<file path="src/rtl/seg_dec_scan_if.sv">
// Display bus between the sequence generator / board and the decimal-hex display back-end.
interface seg_dec_scan_if;
  logic [6:0] f;
  logic       hex_mode;
  logic [2:0] an;
  logic [3:0] seg_d;
  logic       busy;

  modport master (
    output f,
    output hex_mode,
    input  an,
    input  seg_d,
    input  busy
  );

  modport slave (
    input  f,
    input  hex_mode,
    output an,
    output seg_d,
    output busy
  );
endinterface

</file>
<file path="src/rtl/seg_dec_scan.sv">
// Converts a 7-bit value to three decimal (double-dabble) or hex digits, commits them
// atomically and time-multiplexes them onto the 3-bit select / 4-bit data display bus.
module seg_dec_scan #(
  parameter int unsigned SCAN_DIV = 100000
) (
  input  logic          clk,
  input  logic          rst,
  seg_dec_scan_if.slave bus
);

  localparam int unsigned VAL_W  = 7;
  localparam int unsigned DIG_W  = 4;
  localparam int unsigned NDIG   = 3;
  localparam int unsigned SR_W   = NDIG * DIG_W + VAL_W;
  localparam int unsigned IT_W   = 3;
  localparam int unsigned DIV_W  = (SCAN_DIV > 1) ? $clog2(SCAN_DIV) : 1;
  localparam int unsigned LAST_IT = VAL_W - 1;

  typedef enum logic [1:0] {
    IDLE = 2'd0,
    CONV = 2'd1,
    DONE = 2'd2
  } state_t;

  state_t              state, state_n;
  logic [VAL_W-1:0]    f_q;
  logic                m_q;
  logic [VAL_W:0]      shown;
  logic [VAL_W:0]      cap;
  logic [SR_W-1:0]     sr;
  logic [IT_W-1:0]     it;
  logic [DIG_W-1:0]    dig [NDIG];
  logic [DIV_W-1:0]    div;
  logic [1:0]          an_q;
  logic                busy_q;
  logic                start_c;

  // One double-dabble step: add 3 to every BCD nibble >= 5, then shift left.
  function automatic logic [SR_W-1:0] dd_step(input logic [SR_W-1:0] s);
    logic [SR_W-1:0] t;
    t = s;
    for (int i = 0; i < int'(NDIG); i++) begin
      if (t[VAL_W + DIG_W*i +: DIG_W] >= DIG_W'(5))
        t[VAL_W + DIG_W*i +: DIG_W] = t[VAL_W + DIG_W*i +: DIG_W] + DIG_W'(3);
    end
    return {t[SR_W-2:0], 1'b0};
  endfunction

  assign start_c = ({m_q, f_q} != shown);

  always_ff @(posedge clk or posedge rst) begin
    if (rst) state <= IDLE;
    else     state <= state_n;
  end

  always_comb begin
    state_n = state;
    case (state)
      IDLE: if (start_c) state_n = CONV;
      CONV: if (it == IT_W'(LAST_IT)) state_n = DONE;
      DONE: state_n = IDLE;
      default: state_n = IDLE;
    endcase
  end

  // Input capture, conversion datapath and atomic digit commit.
  always_ff @(posedge clk or posedge rst) begin
    if (rst) begin
      f_q    <= '0;
      m_q    <= 1'b0;
      shown  <= '0;
      cap    <= '0;
      sr     <= '0;
      it     <= '0;
      dig[0] <= '0;
      dig[1] <= '0;
      dig[2] <= '0;
      busy_q <= 1'b0;
    end else begin
      f_q    <= bus.f;
      m_q    <= bus.hex_mode;
      busy_q <= (state_n != IDLE);
      case (state)
        IDLE: begin
          if (start_c) begin
            cap <= {m_q, f_q};
            sr  <= {(SR_W-VAL_W)'(0), f_q};
            it  <= '0;
          end
        end
        CONV: begin
          sr <= dd_step(sr);
          it <= it + IT_W'(1);
        end
        DONE: begin
          if (cap[VAL_W]) begin
            dig[0] <= cap[3:0];
            dig[1] <= {1'b0, cap[6:4]};
            dig[2] <= '0;
          end else begin
            dig[0] <= sr[VAL_W +: DIG_W];
            dig[1] <= sr[VAL_W + DIG_W +: DIG_W];
            dig[2] <= sr[VAL_W + 2*DIG_W +: DIG_W];
          end
          shown <= cap;
        end
        default: ;
      endcase
    end
  end

  // Free-running digit scanner, independent of the conversion FSM.
  always_ff @(posedge clk or posedge rst) begin
    if (rst) begin
      div  <= '0;
      an_q <= '0;
    end else if (div == DIV_W'(SCAN_DIV - 1)) begin
      div  <= '0;
      an_q <= (an_q == 2'd2) ? 2'd0 : an_q + 2'd1;
    end else begin
      div  <= div + DIV_W'(1);
    end
  end

  assign bus.an   = {1'b0, an_q};
  assign bus.busy = busy_q;

  always_comb begin
    bus.seg_d = '0;
    case (an_q)
      2'd0:    bus.seg_d = dig[0];
      2'd1:    bus.seg_d = dig[1];
      2'd2:    bus.seg_d = dig[2];
      default: bus.seg_d = '0;
    endcase
  end

endmodule

</file>
<file path="src/flat_wrapper.sv">
// flat-port wrapper written by rule: the top's interface ports become plain ports
module seg_dec_scan_flat 
#(
  parameter int unsigned SCAN_DIV = 100000
)
  (clk, rst, bus_f, bus_hex_mode, bus_an, bus_seg_d, bus_busy);
  seg_dec_scan_if bus_i ();
  input  logic clk;
  input  logic rst;
  input wire logic [$bits(bus_i.f)-1:0] bus_f;
  input wire logic [$bits(bus_i.hex_mode)-1:0] bus_hex_mode;
  output wire logic [$bits(bus_i.an)-1:0] bus_an;
  output wire logic [$bits(bus_i.seg_d)-1:0] bus_seg_d;
  output wire logic [$bits(bus_i.busy)-1:0] bus_busy;
  assign bus_i.f = bus_f;
  assign bus_i.hex_mode = bus_hex_mode;
  assign bus_an = bus_i.an;
  assign bus_seg_d = bus_i.seg_d;
  assign bus_busy = bus_i.busy;
  seg_dec_scan #(.SCAN_DIV(SCAN_DIV)) u_core (.clk(clk), .rst(rst), .bus(bus_i));
endmodule
</file>
<file path="config.mk">
export PLATFORM = sky130hd
export DESIGN_NAME = seg_dec_scan_flat
export DESIGN_NICKNAME = d
export VERILOG_FILES = /design/src/rtl/seg_dec_scan_if.sv /design/src/rtl/seg_dec_scan.sv /design/src/flat_wrapper.sv
export SDC_FILE = /design/constraint.sdc
export NUM_CORES = 1
export LEC_CHECK = 0
export CORE_MARGIN = 5
export CORE_UTILIZATION = 39
export CTS_BUF_LIST = sky130_fd_sc_hd__clkbuf_8
export DETAILED_ROUTE_END_ITERATION = 6
export PLACE_DENSITY_LB_ADDON = 0.25
export SYNTH_ARGS = -nofsm -noshare
export SYNTH_HDL_FRONTEND = slang
export SYNTH_SLANG_ARGS = --single-unit
</file>
<file path="constraint.sdc">
create_clock -name clk -period 4.1 [get_ports clk]
set_input_delay 1.23 -clock clk [delete_from_list [all_inputs] [get_ports clk]]
set_output_delay 1.23 -clock clk [all_outputs]
set_load 0.03 [all_outputs]
</file>
==> PnR_summary.wiki <==
{| class="wikitable"
! Metric !! Value
|-
| Run status || complete, no violations
|-
| Proportion of power drawn by the clock network || 23.0%
|-
| Area taken by multi-input logic gates || 0.00153 mm²
|-
| Critical path fanouts, max || 8
|-
| TritonCTS Sinks || 80
|-
| Die Y || 107 µm
|-
| Count of boundary I/O pins || 18
|-
| Commonest cells after routing, fill and taps aside || sky130_fd_sc_hd__dfrtp_1 (80), sky130_fd_sc_hd__nand2_1 (40), sky130_fd_sc_hd__xnor2_1 (21)
|-
| Setup tns final || 0 ns
|-
| Family of cells with the greatest summed delay on the critical path || buffers and inverters
|-
| Crit. End Element || primary output
|-
| Width of the chip || 107 µm
|-
| Buffer cell driving the clock tree root || sky130_fd_sc_hd__clkbuf_8
|-
| Core area || 0.00920 mm²
|-
| Startpoint types || flop
|-
| Stages on the worst setup path || 4
|-
| Area enclosed by the die boundary || 0.0114 mm²
|-
| Number of global-route vias before repair || 2329
|-
| Placed wire-length estimate after detailed placement || 4550 µm
|-
| Total nets after synthesis || 341
|-
| Post-CTS Setup Inserts || 0
|-
| Final-report max-slew violation count || 0
|-
| Final-report hold violation count || 0
|-
| Async set-or-reset flop fraction in the synthesized netlist || 100%
|-
| Max-slew headroom at the worst pin || 19.6%
|-
| Detailed Route Iter0 Violations || 101
|-
| First drt pass iteration count || 4
|-
| Starting density of the core || 39.7%
|-
| Synth Area in Compound Gates || 8.94%
|-
| Share of final-layout standard cells stronger than drive strength 1 || 11.4%
|-
| Crit path from || u_core.an_q[1]$_DFFE_PP0N_
|-
| Number of antenna violations at the first check in global routing || 0
|-
| Clock tree from TritonCTS || yes
|-
| Flop pwr share || 45.6%
|-
| DRT antenna net count || 0
|-
| Largest net degree at the start of global routing || 47
|-
| Timing endpoint of the critical path || bus_seg_d[3]
|-
| Critical path data required time || 2.87 ns
|-
| CTS H-tree lvls || 3
|-
| Wirelength, routed || 6810 µm
|-
| Post-synthesis cell type count || 39
|-
| Worst-Skew Late Latency || 0.35 ns
|-
| Combinational family with the most area after synthesis || simple AND/OR/NAND/NOR gates
|-
| Crit Path Class || reg2out
|-
| Share of the clock period used by the worst path after layout || 79.7%
|-
| Prevailing post-synth register cell || sky130_fd_sc_hd__dfrtp_1
|-
| RePlAce Congestion || 0.721
|-
| Final critical path time including I/O delays and setup || 3.27 ns
|-
| Highest achievable clock rate || 306 MHz
|-
| Buffers and inverters on the worst path || 1
|-
| Post-synth EDFFs || 0
|-
| LEAKAGE || 1.76 nW
|-
| Internal power consumption || 0.00180 W
|-
| Total vias in the final route || 2317
|-
| Filler Cell Count || 879
|-
| Arithmetic-cell share of the synthesized area counting full adders, half adders and majority gates || 3.08%
|-
| Total congestion overflow after global routing || 0
|-
| Crit path DAT || 2.04 ns
|-
| Total CTS buffers || 9
|-
| Routed vias/inst || 5.13
|-
| Sequential fraction of the synthesis area || 54.8%
|-
| #FFs+latches synth || 80
|-
| Final antenna diode count || 0
|-
| Commonest non-fill, non-tap cell in the layout || sky130_fd_sc_hd__dfrtp_1
|-
| Sequential cell area in the final layout || 0.00200 mm²
|-
| Mean post-synth cell area || 11.4 µm²
|-
| Cells after Synth || 322
|-
| RSZ-0062 raised after global routing || no
|-
| Number of max-cap violations || 0
|-
| Logic gate share of total power || 31.4%
|-
| Slack of the critical path || 0.834 ns
|-
| Worst flop-to-flop path startpoint || u_core.f_q[1]$_DFF_PP0_
|-
| Worst reg-to-reg path cell count || 4
|-
| DP Worst Slack || 1.20 ns
|-
| Portion of netlist area occupied by mux cells || 9.76%
|-
| Largest voltage drop on the vdd net || 274 µV
|-
| Gr usage total || 12.8%
|-
| Final setup viols || 0
|-
| Number of hold buffers added after CTS || 0
|-
| Xor/xnor share of the synthesized area || 6.47%
|-
| Worst-Margin Slew || 1.21 ns
|-
| Buffers from clock root to sink, at most || 2
|-
| Switching part of the total || 33.6%
|-
| Cell area after synthesis || 0.00365 mm²
|-
| Worst stage delay on the critical path || 0.70 ns
|-
| Max Clock Skew || 0.0107 ns
|-
| Quantity of I/O buffers inserted on ports || 16
|-
| Simple-gate area share of the yosys netlist || 13.6%
|-
| Crit path cell chain || nor2b_1, nand2_1, o21ai_0, clkdlybuf4s50_1
|-
| Areal power density over the cells || 660 mW/mm²
|-
| Type of the most critical hold path || reg2reg
|-
| Site Rows || 35
|-
| Number of synthesis warnings || 0
|-
| Post_cts resized || 0
|-
| R2R setup slack || 1.88 ns
|-
| Global-route wire length before repair || 11500 µm
|-
| Average routed wire per standard cell || 15.1 µm
|-
| Slowest cell on the critical path || sky130_fd_sc_hd__clkdlybuf4s50_1
|-
| Psw || 0.000912 W
|-
| Final Net Count || 357
|-
| Terminus of the critical flop-to-flop path || u_core.cap[6]$_DFFE_PP0P_
|-
| Clock-pin slew reported for the worst setup and hold paths after clock tree synthesis || 0.07 ns
|-
| DRC violation count after routing || 0
|-
| Growth of design area from synthesis to finish || 12.5%
|}
## registers in the layout, summed over array words and instances (netlist names)
name,flops
u_core.an_q,2
u_core.f_q,7
u_core.shown,8
u_core.m_q,1
u_core.state,2
u_core.dig,12
u_core.sr,19
u_core.bus.busy,1
u_core.div,17
u_core.cap,8
u_core.it,3
## kinds of logic (layout without fill, tap and decap cells)
kind of cell               count (synthesis)  in the layout
AOI/OAI and AO/OA                         50             50
xor gates and xnor gates                  27             27
adders and majority gates                  9              9
buffers and inverters                     24             43
DFF                                       80             80
muxes                                     33             33
other                                      1              1
and+or+nand+nor                           98             98
## synthesized netlist by cell type (2+ instances only)
library cell | n | area (µm²)
sky130_fd_sc_hd__a21oi_1 | 4 | 20.0
sky130_fd_sc_hd__a221o_1 | 6 | 60.1
sky130_fd_sc_hd__a31oi_1 | 3 | 18.8
sky130_fd_sc_hd__and2_1 | 8 | 50.1
sky130_fd_sc_hd__and4_1 | 2 | 17.5
sky130_fd_sc_hd__buf_2 | 2 | 10.0
sky130_fd_sc_hd__buf_6 | 3 | 33.8
sky130_fd_sc_hd__clkbuf_1 | 6 | 22.5
sky130_fd_sc_hd__dfrtp_1 | 80 | 2000
sky130_fd_sc_hd__ha_1 | 9 | 113
sky130_fd_sc_hd__inv_1 | 11 | 41.3
sky130_fd_sc_hd__mux2_2 | 20 | 225
sky130_fd_sc_hd__mux2i_1 | 12 | 120
sky130_fd_sc_hd__nand2_1 | 40 | 150
sky130_fd_sc_hd__nand2b_1 | 8 | 50.1
sky130_fd_sc_hd__nand3_1 | 5 | 25.0
sky130_fd_sc_hd__nand4_1 | 8 | 50.1
sky130_fd_sc_hd__nor2_1 | 12 | 45.0
sky130_fd_sc_hd__nor2b_1 | 2 | 12.5
sky130_fd_sc_hd__nor3_1 | 4 | 20.0
sky130_fd_sc_hd__nor4b_1 | 5 | 43.8
sky130_fd_sc_hd__o21ai_0 | 20 | 100
sky130_fd_sc_hd__o22ai_1 | 7 | 43.8
sky130_fd_sc_hd__o31ai_1 | 4 | 30.0
sky130_fd_sc_hd__o32ai_1 | 2 | 17.5
sky130_fd_sc_hd__xnor2_1 | 21 | 184
sky130_fd_sc_hd__xor2_1 | 6 | 52.6
## power groups by stage
stage | Clock [W] | Sequential (W) | Combinational, W
2_1_floorplan | 0 | 0.00117 | 0.000727
3_3_place_gp | 0 | 0.00124 | 0.000845
3_5_place_dp | 0 | 0.00125 | 0.000862
4_1_cts | 0.000639 | 0.00124 | 0.000867
5_1_grt | 0.000678 | 0.00127 | 0.000963
6_report | 0.000624 | 0.00124 | 0.000853
## per-stage QoR
step	cells	util [%]	instance area, µm²	power (W)	hold slack [ns]
6_report	452	44.7	4110	0.00271	0.488
5_1_grt	452	44.7	4110	0.00291	0.515
4_1_cts	452	44.7	4110	0.00274	0.493
3_5_place_dp	438	42.5	3910	0.00211	0.477
3_3_place_gp	438	42.5	3910	0.00208	0.477
2_1_floorplan	322	-	3650	0.00190	0.448
## area by class of cell
| cell class | instances | share of cell area [%] |
|---|---|---|
| sequential | 80 | 48.7 |
| timing repair buffer | 18 | 4.56 |
| tap | 111 | 3.38 |
| clock buffer | 10 | 3.35 |
| multi-input combinational | 218 | 37.3 |
| inverter | 11 | 1.03 |
| clock inverter | 4 | 1.70 |
## tightest hold or removal path: cells and delay by family, from the launching register on
family	cells	cell delay, ns
AO/OA/AOI/OAI	1	0.05
flip-flops	1	0.35
AND/OR/NAND/NOR	1	0.05
## routing by layer
metal  up-vias  share of wire, %  wire length, µm  GRT usage, %
met4         0               1.4               93          4.66
met2        32                45             3070          18.7
met3         7               3.3              226          3.55
met5         -                 0                0             0
li1       1152                 -                -             -
met1      1126                50             3420          18.3
## worst min-delay path by stage
stage	startpoint	end	slack (ns)	cells after the start
6_report	u_core.dig[1]$_DFFE_PP0N_	u_core.dig[1]$_DFFE_PP0N_	0.49	2
5_1_grt	u_core.dig[1]$_DFFE_PP0N_	u_core.dig[1]$_DFFE_PP0N_	0.52	2
4_1_cts	u_core.dig[3]$_DFFE_PP0N_	u_core.dig[3]$_DFFE_PP0N_	0.49	2
3_5_place_dp	u_core.dig[3]$_DFFE_PP0N_	u_core.dig[3]$_DFFE_PP0N_	0.48	2
3_3_place_gp	u_core.div[0]$_DFF_PP0_	u_core.div[0]$_DFF_PP0_	0.48	1
2_1_floorplan	u_core.dig[0]$_DFFE_PP0N_	u_core.dig[0]$_DFFE_PP0N_	0.45	2
Power figures use the tool's default switching activity.
